<file path="src/rtl/address_joiner.sv">
// address_joiner: burst address generator. Takes a starting
// (wordIndex, letterIndex) pair and a letter count. It emits one flat address
// {wordIndex, letterIndex} per accepted beat. Only one burst is in flight at a time.
//
// Build option: define ADDRESS_JOINER_WRAP_EN to let a burst wrap past the top
// of memory back to address 0. When it is left undefined, the all-ones address
// ends the burst early and `overrun` pulses for one cycle.
module address_joiner #(
   parameter int ROWINDEXBITS = 4,
   parameter int COLINDEXBITS = 2,
   parameter int LENGTHBITS   = ROWINDEXBITS + COLINDEXBITS + 1
) (
   input  logic                                 clock,
   input  logic                                 reset,
   input  logic                                 reqValid,
   output logic                                 reqReady,
   input  logic [ROWINDEXBITS-1:0]              reqWordIndex,
   input  logic [COLINDEXBITS-1:0]              reqLetterIndex,
   input  logic [LENGTHBITS-1:0]                reqLength,
   output logic                                 addrValid,
   input  logic                                 addrReady,
   output logic [ROWINDEXBITS+COLINDEXBITS-1:0] address,
   output logic                                 addrLast,
   output logic                                 overrun
);

   localparam int ADDRBITS = ROWINDEXBITS + COLINDEXBITS;
   localparam logic [ADDRBITS-1:0] TOP_ADDR = '1;

   typedef enum logic {IDLE, BURST} state_t;

   state_t                state_q;
   // The word/letter counters are held as one flat counter. Letter wrap then
   // carries into the word index by plain binary increment.
   logic [ADDRBITS-1:0]   addr_q;
   logic [LENGTHBITS-1:0] remaining_q;
   logic                  addr_valid_q;
   logic                  addr_last_q;
   logic                  overrun_q;

   logic [ADDRBITS-1:0]   start_addr;
   logic [ADDRBITS-1:0]   addr_d;
   logic                  start_last_d;
   logic                  next_last_d;
   logic                  trunc_d;

   assign start_addr = {reqWordIndex, reqLetterIndex};
   assign addr_d     = addr_q + ADDRBITS'(1);

`ifdef ADDRESS_JOINER_WRAP_EN
   // The counter simply rolls over to 0, so only the length decides the last beat.
   assign start_last_d = (reqLength == LENGTHBITS'(1));
   assign next_last_d  = (remaining_q == LENGTHBITS'(2));
   assign trunc_d      = 1'b0;
`else
   // The all-ones address is always a final beat. Reaching it with beats still
   // owed means the burst was cut short.
   assign start_last_d = (reqLength == LENGTHBITS'(1)) || (start_addr == TOP_ADDR);
   assign next_last_d  = (remaining_q == LENGTHBITS'(2)) || (addr_d == TOP_ADDR);
   assign trunc_d      = (addr_q == TOP_ADDR) && (remaining_q > LENGTHBITS'(1));
`endif

   // Requests are taken only in IDLE. The ready signal is held low while reset is high.
   assign reqReady  = (state_q == IDLE) && !reset;

   assign addrValid = addr_valid_q;
   assign address   = addr_q;
   assign addrLast  = addr_last_q;
   assign overrun   = overrun_q;

   // Burst FSM with registered outputs: load on accept, step on each accepted beat
   always_ff @(posedge clock) begin
      if (reset) begin
         state_q      <= IDLE;
         addr_q       <= '0;
         remaining_q  <= '0;
         addr_valid_q <= 1'b0;
         addr_last_q  <= 1'b0;
         overrun_q    <= 1'b0;
      end else begin
         overrun_q <= 1'b0;
         case (state_q)
            IDLE: begin
               // A zero-length request is consumed here without emitting anything
               if (reqValid && (reqLength != '0)) begin
                  addr_q       <= start_addr;
                  remaining_q  <= reqLength;
                  addr_valid_q <= 1'b1;
                  addr_last_q  <= start_last_d;
                  state_q      <= BURST;
               end
            end
            BURST: begin
               // addrValid is always high in BURST, so addrReady alone marks a beat
               if (addrReady) begin
                  if (addr_last_q) begin
                     addr_valid_q <= 1'b0;
                     addr_last_q  <= 1'b0;
                     overrun_q    <= trunc_d;
                     state_q      <= IDLE;
                  end else begin
                     addr_q       <= addr_d;
                     remaining_q  <= remaining_q - LENGTHBITS'(1);
                     addr_last_q  <= next_last_d;
                  end
               end
            end
            default: state_q <= IDLE;
         endcase
      end
   end

endmodule

</file>
<file path="config.mk">
export PLATFORM = sky130hd
export DESIGN_NAME = address_joiner
export DESIGN_NICKNAME = d
export VERILOG_FILES = /design/src/rtl/address_joiner.sv
export SDC_FILE = /design/constraint.sdc
export NUM_CORES = 1
export LEC_CHECK = 0
export CAP_MARGIN = 5
export CORE_AREA = 2 2 52 54
export CTS_CLUSTER_SIZE = 20
export DETAILED_ROUTE_END_ITERATION = 6
export DIE_AREA = 0 0 54 56
export GPL_ROUTABILITY_DRIVEN = 1
export PLACE_DENSITY_LB_ADDON = 0.2
export SYNTH_ARGS = -nofsm -noshare
export SYNTH_HDL_FRONTEND = slang
export SYNTH_SLANG_ARGS = --single-unit
</file>
<file path="constraint.sdc">
create_clock -name clock -period 1.7 [get_ports clock]
set_clock_uncertainty 0.1 [all_clocks]
set_input_delay 0.34 -clock clock [delete_from_list [all_inputs] [get_ports clock]]
set_output_delay 0.34 -clock clock [all_outputs]
set_load 0.02 [all_outputs]
</file>
## Word-level counts from Yosys, hierarchy flattened

Cells that the tools add are included.

| word-level totals | value |
|---|---|
| bits in registers | 17 |
| input bits | 17 |
| output and inout bits | 10 |
| logic and storage cells | 52 |

| operators by class | value |
|---|---|
| add/subtract/negate cells | 2 |
| magnitude comparators | 1 |
| eq/ne operators | 9 |
| muxes and demuxes | 20 |
| bitwise gates (word level) | 3 |
| reductions and logical operators | 11 |

Operators with widths:

| kind | count |
|---|---|
| 2-to-1 mux 7 bit | 3 |
| equality test 6 bit, second input constant | 3 |
| 2-to-1 mux 6 bit | 3 |
| case mux 7 bit (2 select lines) | 1 |
| case mux 6 bit (2 select lines) | 1 |
| 2-to-1 mux 1 bit | 9 |
| equality test 7 x 1 -> 1 bit, second input constant | 1 |
| equality test 7 x 2 -> 1 bit, second input constant | 1 |
| greater-than comparator 7 x 1 -> 1 bit, second input constant | 1 |
| nonzero test 7 bit | 1 |
| subtractor 7 x 1 -> 7 bit, second input constant | 1 |
| adder 6 x 1 -> 6 bit, second input constant | 1 |
| case mux 1 bit (2 select lines) | 3 |
| AND reduction 3 bit | 2 |
| != test 2 x 1 -> 1 bit, second input constant | 2 |
| != test 2 bit, second input constant | 2 |
| OR reduction 4 bit | 1 |
| logical AND 1 bit | 3 |
| inverter 1 bit | 3 |
| logical OR 1 bit | 2 |
| AND reduction 2 bit | 1 |
| logical NOT 1 bit | 1 |

## Logic depth before layout (Yosys ltp)

| depth | value |
|---|---|
| word-level depth | 6 |
| mapped depth | 6 |
| gate-level depth less buffers | 6 |

## Worst setup path before layout

OpenSTA, ideal clock, no wires.

| path | value |
|---|---|
| path kind | register -> register |
| start | register addr_q[0] (netlist: address[0]) |
| end | register addr_last_q (netlist: addrLast) |
| setup time | 0.091 ns |
| data arrival time | 1.414 ns |
| path slack | 0.095 ns |
| stages on the path, launching flop included | 5 |
| clock period less this slack | 1.605 ns |
| cells stage by stage | dfxtp_1 -> ha_1 -> xnor2_1 -> or3_1 -> a311oi_1 |

| on the way | value |
|---|---|
| cells in the longest elaborated chain, start to end | 6 |

Ends and longest elaborated chain:

| what | line | text |
|---|---|---|
| start: declaration | 35 | `logic [ADDRBITS-1:0] addr_q;` |
| start signal: assignment | 86 | `addr_q <= start_addr;` |
| start signal: assignment | 102 | `addr_q <= addr_d;` |
| adder 6 x 1 -> 6 bit | 48 | `assign addr_d = addr_q + ADDRBITS'(1);` |
| equality test 6 bit | 59 | `assign next_last_d = (remaining_q == LENGTHBITS'(2)) \|\| (addr_d == TOP_ADDR);` |
| logical OR 1 bit | 59 |  |
| 2-to-1 mux 1 bit | 96 | `if (addr_last_q) begin` |
| 2-to-1 mux 1 bit | 95 | `if (addrReady) begin` |
| case mux 1 bit (2 select lines) | 82 | `case (state_q)` |
| end signal: assignment | 89 | `addr_last_q <= start_last_d;` |
| end signal: assignment | 104 | `addr_last_q <= next_last_d;` |
| end: declaration | 38 | `logic addr_last_q;` |

Every way passes these cells. The select of a mux whose other input is x is not followed.
A chain may end at the register's enable or synchronous reset.

## Final worst setup path

| path | value |
|---|---|
| start | input reset |
| end | output reqReady |

| on the way | value |
|---|---|
| cells in the longest elaborated chain, start to end | 2 |

Ends and longest elaborated chain:

| what | line | text |
|---|---|---|
| start: declaration | 14 | `input logic reset,` |
| logical NOT 1 bit | 64 | `assign reqReady = (state_q == IDLE) && !reset;` |
| logical AND 1 bit | 64 |  |
| end: declaration | 16 | `output logic reqReady,` |

Every way passes these cells.

==> reports/qor.tcl <==
set qor(switchingPower_uw) 368
set qor(cts_num_sinks) 17
set qor(fraction_of_layout_cells_with_a_size_suffix_above_1_pct) 21.2
set qor(share_clk_of_total_power_pct) 20.0
set qor(clockRootBuffer) {sky130_fd_sc_hd__clkbuf_4}
set qor(timing.rr.start) {address[1]}
set qor(flow.area_growth_from_synthesis_pct) 47.5
set qor(die_outline_height_um) 56
set qor(post_synth.cell_area_avg_sq_um) 8.02
set qor(tightestPinTransition_ns) 0.485
set qor(fp-row-count) 18
set qor(cp.arrival_ns) 1.23
set qor(grt_usage_pct) 24.6
set qor(timing.critical_path.depth) 3
set qor(timing.critical_path.fanout_max) 2
set qor(slowest_stage) {sky130_fd_sc_hd__clkdlybuf4s50_1}
set qor(worstReg2RegEnd) {overrun}
set qor(grt_start_max_net_pins) 25
set qor(synthesis.nets) 165
set qor(depth_of_the_cts_h_tree) 1
set qor(static-leakage-power_nw) 0.728
set qor(cp.buffers_inverters) 2
set qor(netSwitchingFraction_pct) 33.4
set qor(synthTopCellsByArea) {sky130_fd_sc_hd__dfxtp_1 (30%), sky130_fd_sc_hd__a21oi_1 (6.5%), sky130_fd_sc_hd__o32ai_1 (6.1%), sky130_fd_sc_hd__ha_1 (5.5%), sky130_fd_sc_hd__nand2b_1 (4.9%)}
set qor(power.share.sequential_pct) 43.2
set qor(irDropWorstVdd_uv) 449
set qor(coreArea_sq_mm) 0.00243
set qor(sequential_area_share_after_synthesis_pct) 29.7
set qor(endpoint_kind) {primary output}
set qor(grt_setup_unrepaired) {no}
set qor(largest_incremental_delay_on_the_critical_path_ns) 0.45
set qor(cts_hold_repair.buffers) 0
set qor(crit_path_category) {in2out}
set qor(via_count) 1297
set qor(worstHoldPathType) {in2reg}
set qor(ys_types) 41
set qor(status) {finished clean}
set qor(comb_power_share_pct) 36.7
set qor(finalCriticalPeriod_ns) 1.67
set qor(first_pass_grt_wire_length_um) 5590
set qor(dominantRegCellSynth) {sky130_fd_sc_hd__dfxtp_1}
set qor(setup.worst_path.start) {reset}
set qor(yosysTopAreaCellShare_pct) 29.7
set qor(start_util_pct) 47.2
set qor(power_report.internal_total_uw) 733
set qor(post_synth_instance_area_sq_mm) 0.00115
set qor(final_net_count) 216
set qor(io_buffer_count) 26
set qor(required_ns) 1.26
set qor(pwr_density_cell_mw_per_mm2) 650
set qor(drv_slew) 0
set qor(place_worst_setup_slack_ns) -0.307
set qor(reg2regPathDepth) 4
set qor(wl_per_cell_um) 15.3
set qor(routed_wl_um) 3410
set qor(routabilityCongestion) 0.911
set qor(globalRouteOverflowTotal) 0
set qor(synth_async_sr_flop_share_pct) 0
set qor(fill_cells) 208
set qor(clkSlewWorstSetupHoldPaths_ns) 0.10
set qor(maxCapViolCount) 0
set qor(route.antenna.remaining_nets) 0
set qor(antenna_cells) 0
set qor(timing.critical_path.max_delay_family) {buffers and inverters}
set qor(clock_tree_from_tritoncts) {built}
set qor(synth-edff-count) 0
set qor(r2r_setup_slack_ns) 0.12
set qor(synthCells) 143
set qor(pin_count) 27
set qor(setup_viol) 0
set qor(drcViolationCount) 0
set qor(initial_antenna_violation_count) 0
set qor(yosys_register_bits) 17
set qor(fin_ws_ns) 0.0276
set qor(critPathCapture) {reqReady}
set qor(startpoint_type) {input port}
set qor(max-slew-margin-rel_pct) 67.4
set qor(clkLatencyLatePin_ns) 0.29
set qor(crit_path_cell_trace) {clkdlybuf4s50_1 -> nor2_1 -> dlygate4sd2_1}
set qor(hold_violations) 0
set qor(min_period_over_period_pct) 98.4
set qor(placed_area_sq_mm) 0.00160
set qor(highest_attainable_clock_frequency_ghz) 0.598
set qor(detailed_route_vias_per_instance) 5.82
set qor(grt_pass1_vias) 1216
set qor(numCtsBuffers) 3
set qor(drt_pre_antenna_iters) 4
set qor(fp.dieArea_sq_mm) 0.00302
set qor(post-synth-top-area-cell) {sky130_fd_sc_hd__dfxtp_1}
set qor(total_power_mw) 1.10
set qor(chipWidth_um) 54
set qor(yosys_warning_count) 0
set qor(post-dp-hpwl_um) 2480
set qor(clk_path_buf_depth) 2
set qor(first_iter_violations) 46
set qor(postLayoutCellArea_sq_mm) 0.00169
## power groups by stage
| stage | logic, mW | registers, mW | clock network, mW |
|---|---|---|---|
| 4_1_cts | 0.392 | 0.473 | 0.232 |
| 3_3_place_gp | 0.390 | 0.481 | 0 |
| 5_1_grt | 0.445 | 0.482 | 0.246 |
| 3_5_place_dp | 0.397 | 0.482 | 0 |
| 6_report | 0.404 | 0.476 | 0.221 |
| 2_1_floorplan | 0.197 | 0.493 | 0 |
## state kept, by name (all words and copies together) (netlist names)
| register | count |
|---|---|
| state_q | 1 |
| address | 6 |
| addrValid | 1 |
| overrun | 1 |
| addrLast | 1 |
| remaining_q | 7 |
## worst register-to-register path, stage by stage (launching register included)
cell                      delay, ns
sky130_fd_sc_hd__dfxtp_1       0.42
sky130_fd_sc_hd__ha_2          0.26
sky130_fd_sc_hd__nand3_1       0.16
sky130_fd_sc_hd__or4_1         0.44
sky130_fd_sc_hd__a21oi_1       0.14
## layer usage
metal | GRT usage [%] | up-vias | wire length (um)
met5 | 0 | - | 0
met4 | 5.36 | 0 | 19
met3 | 5.91 | 2 | 201
met2 | 37.8 | 37 | 1630
met1 | 34.3 | 615 | 1560
li1 | - | 643 | -
## synth_stat cells (2+ instances only)
cell type,count
sky130_fd_sc_hd__a31oi_1,2
sky130_fd_sc_hd__a22oi_1,4
sky130_fd_sc_hd__mux2i_1,2
sky130_fd_sc_hd__nor2_1,8
sky130_fd_sc_hd__and3_1,2
sky130_fd_sc_hd__a221oi_1,2
sky130_fd_sc_hd__clkbuf_1,5
sky130_fd_sc_hd__nand2_1,9
sky130_fd_sc_hd__o2bb2ai_1,2
sky130_fd_sc_hd__buf_4,2
sky130_fd_sc_hd__nand2b_1,9
sky130_fd_sc_hd__a211oi_1,2
sky130_fd_sc_hd__inv_1,5
sky130_fd_sc_hd__and2_1,2
sky130_fd_sc_hd__a311oi_1,2
sky130_fd_sc_hd__nand3_1,6
sky130_fd_sc_hd__dfxtp_1,17
sky130_fd_sc_hd__nor3_1,9
sky130_fd_sc_hd__a2bb2oi_1,4
sky130_fd_sc_hd__a21oi_1,15
sky130_fd_sc_hd__nand4_1,2
sky130_fd_sc_hd__o32ai_1,8
sky130_fd_sc_hd__nor3b_1,2
sky130_fd_sc_hd__ha_1,5
## how the worst min path moves through the flow
stage          cells after the start           start              to  slack [ns]
6_report                           2       addrReady         state_q        0.28
5_1_grt                            2       addrReady         state_q        0.27
4_1_cts                            2       addrValid       addrValid        0.36
3_5_place_dp                       2       addrValid       addrValid        0.35
3_3_place_gp                       2       addrValid       addrValid        0.35
2_1_floorplan                      2  remaining_q[6]  remaining_q[6]        0.35
## logic make-up after synthesis
| family | after synthesis | synth area share [%] |
|---|---|---|
| xor+xnor | 2 | 1.53 |
| flops | 17 | 29.7 |
| mux | 2 | 1.74 |
| fa+ha+maj | 5 | 5.45 |
| compound gates | 45 | 27.6 |
| simple gates | 58 | 28.7 |
| buf+inv | 14 | 5.34 |
## what timing repair did
item,CTS,global route
pin swaps,0,4
buffers inserted,0,4
resized for setup,8,13
endpoints found under the setup margin,9,14
## final cells by class
type	count	area [sq um]	share of cell area [%]
Inverter	5	18.8	1.11
Timing Repair Buffer	55	502	29.6
Sequential cell	17	344	20.3
Multi-Input combinational cell	112	764	45.2
Tap cell	30	37.5	2.22
Clock buffer	4	26.3	1.55
## per-stage QoR
step | std cells | TNS (ns) | hold WS (ns) | util, %
floorplan | 143 | 0 | 0.354 | -
global placement | 215 | -3.75 | 0.346 | 65.9
detailed placement | 215 | -4.40 | 0.349 | 65.9
CTS | 219 | 0 | 0.363 | 66.8
global route | 223 | 0 | 0.270 | 69.6
finish | 223 | 0 | 0.285 | 69.6
## placed cells by master (no fill, tap or decap), types with 2 or more instances in the layout
cell                              instances
sky130_fd_sc_hd__a211oi_1                 2
sky130_fd_sc_hd__o2bb2ai_1                2
sky130_fd_sc_hd__inv_1                    5
sky130_fd_sc_hd__dfxtp_1                 14
sky130_fd_sc_hd__o32ai_1                  8
sky130_fd_sc_hd__dlymetal6s2s_1           5
sky130_fd_sc_hd__nand2_1                  9
sky130_fd_sc_hd__dlygate4sd2_1            7
sky130_fd_sc_hd__and2_1                   2
sky130_fd_sc_hd__a31oi_1                  2
sky130_fd_sc_hd__and3_1                   2
sky130_fd_sc_hd__ha_1                     4
sky130_fd_sc_hd__nand3_1                  6
sky130_fd_sc_hd__nor2_1                   8
sky130_fd_sc_hd__a22oi_1                  4
sky130_fd_sc_hd__a221oi_1                 2
sky130_fd_sc_hd__mux2i_1                  2
sky130_fd_sc_hd__nand4_1                  2
sky130_fd_sc_hd__dfxtp_2                  3
sky130_fd_sc_hd__nor3_1                   9
sky130_fd_sc_hd__a21oi_1                 14
sky130_fd_sc_hd__buf_6                    2
sky130_fd_sc_hd__buf_4                   26
sky130_fd_sc_hd__clkdlybuf4s50_1         14
sky130_fd_sc_hd__a2bb2oi_1                4
sky130_fd_sc_hd__clkbuf_4                 3
sky130_fd_sc_hd__a311oi_1                 2
sky130_fd_sc_hd__nand2b_1                 9
Power figures use the tool's default switching activity.
==> RTL edit (config.mk and constraints unchanged) <==
Add a define of `ADDRESS_JOINER_WRAP_EN`.
--- a/src/rtl/address_joiner.sv
+++ b/src/rtl/address_joiner.sv
@@ -7,2 +7,4 @@
 // ends the burst early and `overrun` pulses for one cycle.
+`define ADDRESS_JOINER_WRAP_EN
+
 module address_joiner #(
Function: changed (a bounded check fails within 4 cycles, from zero or initial values and one cycle with reset high).
==> RTL edit against the unedited design <==
- largest power group unchanged
- maximum frequency up 0.76%
- cell area down 14%
- total power down 1.8%
- sequential cell count down 1
- sequential power down 5.5%
- count of clock-buffer cells in the layout unchanged
- die area unchanged
- synthesized area down 13%
- setup slack better by 0.013 ns
- wire length down 12%
==> RTL edit: results (changes against the unedited design) <==
metric	value	unit	change
YS warnings	0		unchanged
number of global-route vias before repair	1164		-4.3%
hold-critical path depth	2		unchanged
most instantiated cells after synthesis	16 x dfxtp_1, 11 x nor2b_1, 9 x nor2_1		
Power Clock	0.000275	W	+24%
post-DP HPWL	2.25	mm	-9.0%
Int Power	0.000717	W	-2.1%
R2R Path Start	state_q$_SDFF_PP0_		
IO buf count	25		-3.8%
r2r setup slk	0.12	ns	about the same
fraction of layout cells with a size suffix above 1	22.4	%	+1.2 points
FF-to-FF End	remaining_q[4]$_SDFFE_PP0P_		
Initial DRT Pass Iterations	4		unchanged
worst skew pair latency	0.30	ns	
sequential cell area fraction in the yosys report	32.1	%	+2.4 points
first-pass GRT wire length	5.11	mm	-8.6%
Routability Congestion	0.814		-11%
Netlist cell types	35		-15%
CP max stage delay	0.49	ns	+0.04 ns
H-tree depth	1		unchanged
Clk pin slew, worst setup/hold paths	0.11	ns	
asr flop ratio synth	0	%	unchanged
leading post-synthesis cells by cell area	dfxtp_1 32%, nor2b_1 6.9%, mux2i_1 6.0%, o31ai_1 5.3%, nand3_1 4.0%		
CP top delay family	buffers and inverters		
clock buffer depth	2		unchanged
via count	1137		-12%
Sequential Power Share	41.6	%	-1.6 points
R2R cell count	5		+1
DR iter-0 viols	28		-39%
leak pwr	0.616	nW	-15%
CP endpoint	remaining_q[1]$_SDFFE_PP0P_		
root buf cell	clkbuf_4		
crit path DAT	1.76	ns	+0.53 ns
outcome	completed		
largest register by flop count	remaining_q		
max reg flops	7		unchanged
final layout net count	186		-14%
beginning of the critical path	reqValid		
largest net degree at the start of global routing	19		-24%
syn_nets	141		-15%
WL/cell	15.4	um	+0.84%
Worst VDD drop	417	uV	-7.1%
CTS buffer count	3		unchanged
GRT Util Overall	22.3	%	-2.2 points
min-delay src	addrValid$_SDFFE_PP0P_		
initial antenna violation count	0		unchanged
CP max-delay cell	clkdlybuf4s50_1		
Min-Delay Endpoint	addrValid$_SDFFE_PP0P_		
hold slack	0.365	ns	+0.0802 ns
Worst Path Max Fanout	3		+1
worst hold path class	reg -> reg		
diodes inserted	0		unchanged
[RTL edit: cell types whose count changed after synthesis, moves of 3 or more]
cell and delta:
a21oi_1 -9, a2bb2oi_1 -4, mux2i_1 +4, nand2_1 -3
nand2b_1 -9, nor2b_1 +11, nor3_1 -5, o311a_1 +3
o311ai_0 +4, o31ai_1 +7, o32ai_1 -6
[RTL edit: what timing repair did]
action                                  4_1_cts  5_1_grt
setup buffers                                 0        0
endpoints found under the hold margin         0        0
pin swaps                                     4        0
endpoints found under the setup margin       25        6
resized for setup                            29        7
hold buffers                                  0        0
[RTL edit: metal layers]
layer  up-vias  routed length (um)  track usage [%]
li1        551                   -                -
met1       547                1350             28.8
met2        32                1460             36.6
met3         7                 131             4.30
met4         0                  63             6.79
met5         -                   0                0
[RTL edit: logic make-up after synthesis]
| group | synth area share [%] |
|---|---|
| AO/OA/AOI/OAI | 27.2 |
| AND/OR/NAND/NOR | 26.1 |
| flip-flops | 32.1 |
| adder cells (fa/ha/maj) | 3.76 |
| other | 0.376 |
| multiplexers | 6.02 |
| buffers and inverters | 4.51 |
[RTL edit: per-stage QoR]
step,util (%),std cells,worst slack (ns),cell area [um2],total power [W]
after floorplan,-,121,-0.139,998,0.000638
after global placement,58.4,191,-0.567,1420,0.000807
after detailed placement,58.4,191,-0.613,1420,0.000817
after CTS,59.5,195,0.0308,1450,0.00108
after global routing,60.2,195,0.00119,1460,0.00114
final,60.2,195,0.0403,1460,0.00108
[RTL edit: final cells by class]
| cell class | instances | area (um2) |
|---|---|---|
| fill | 233 | 968 |
| inverter | 4 | 15.0 |
| tap | 30 | 37.5 |
| multi-input combinational | 94 | 666 |
| sequential | 16 | 320 |
| clock buffer | 4 | 36.3 |
| timing repair buffer | 47 | 389 |
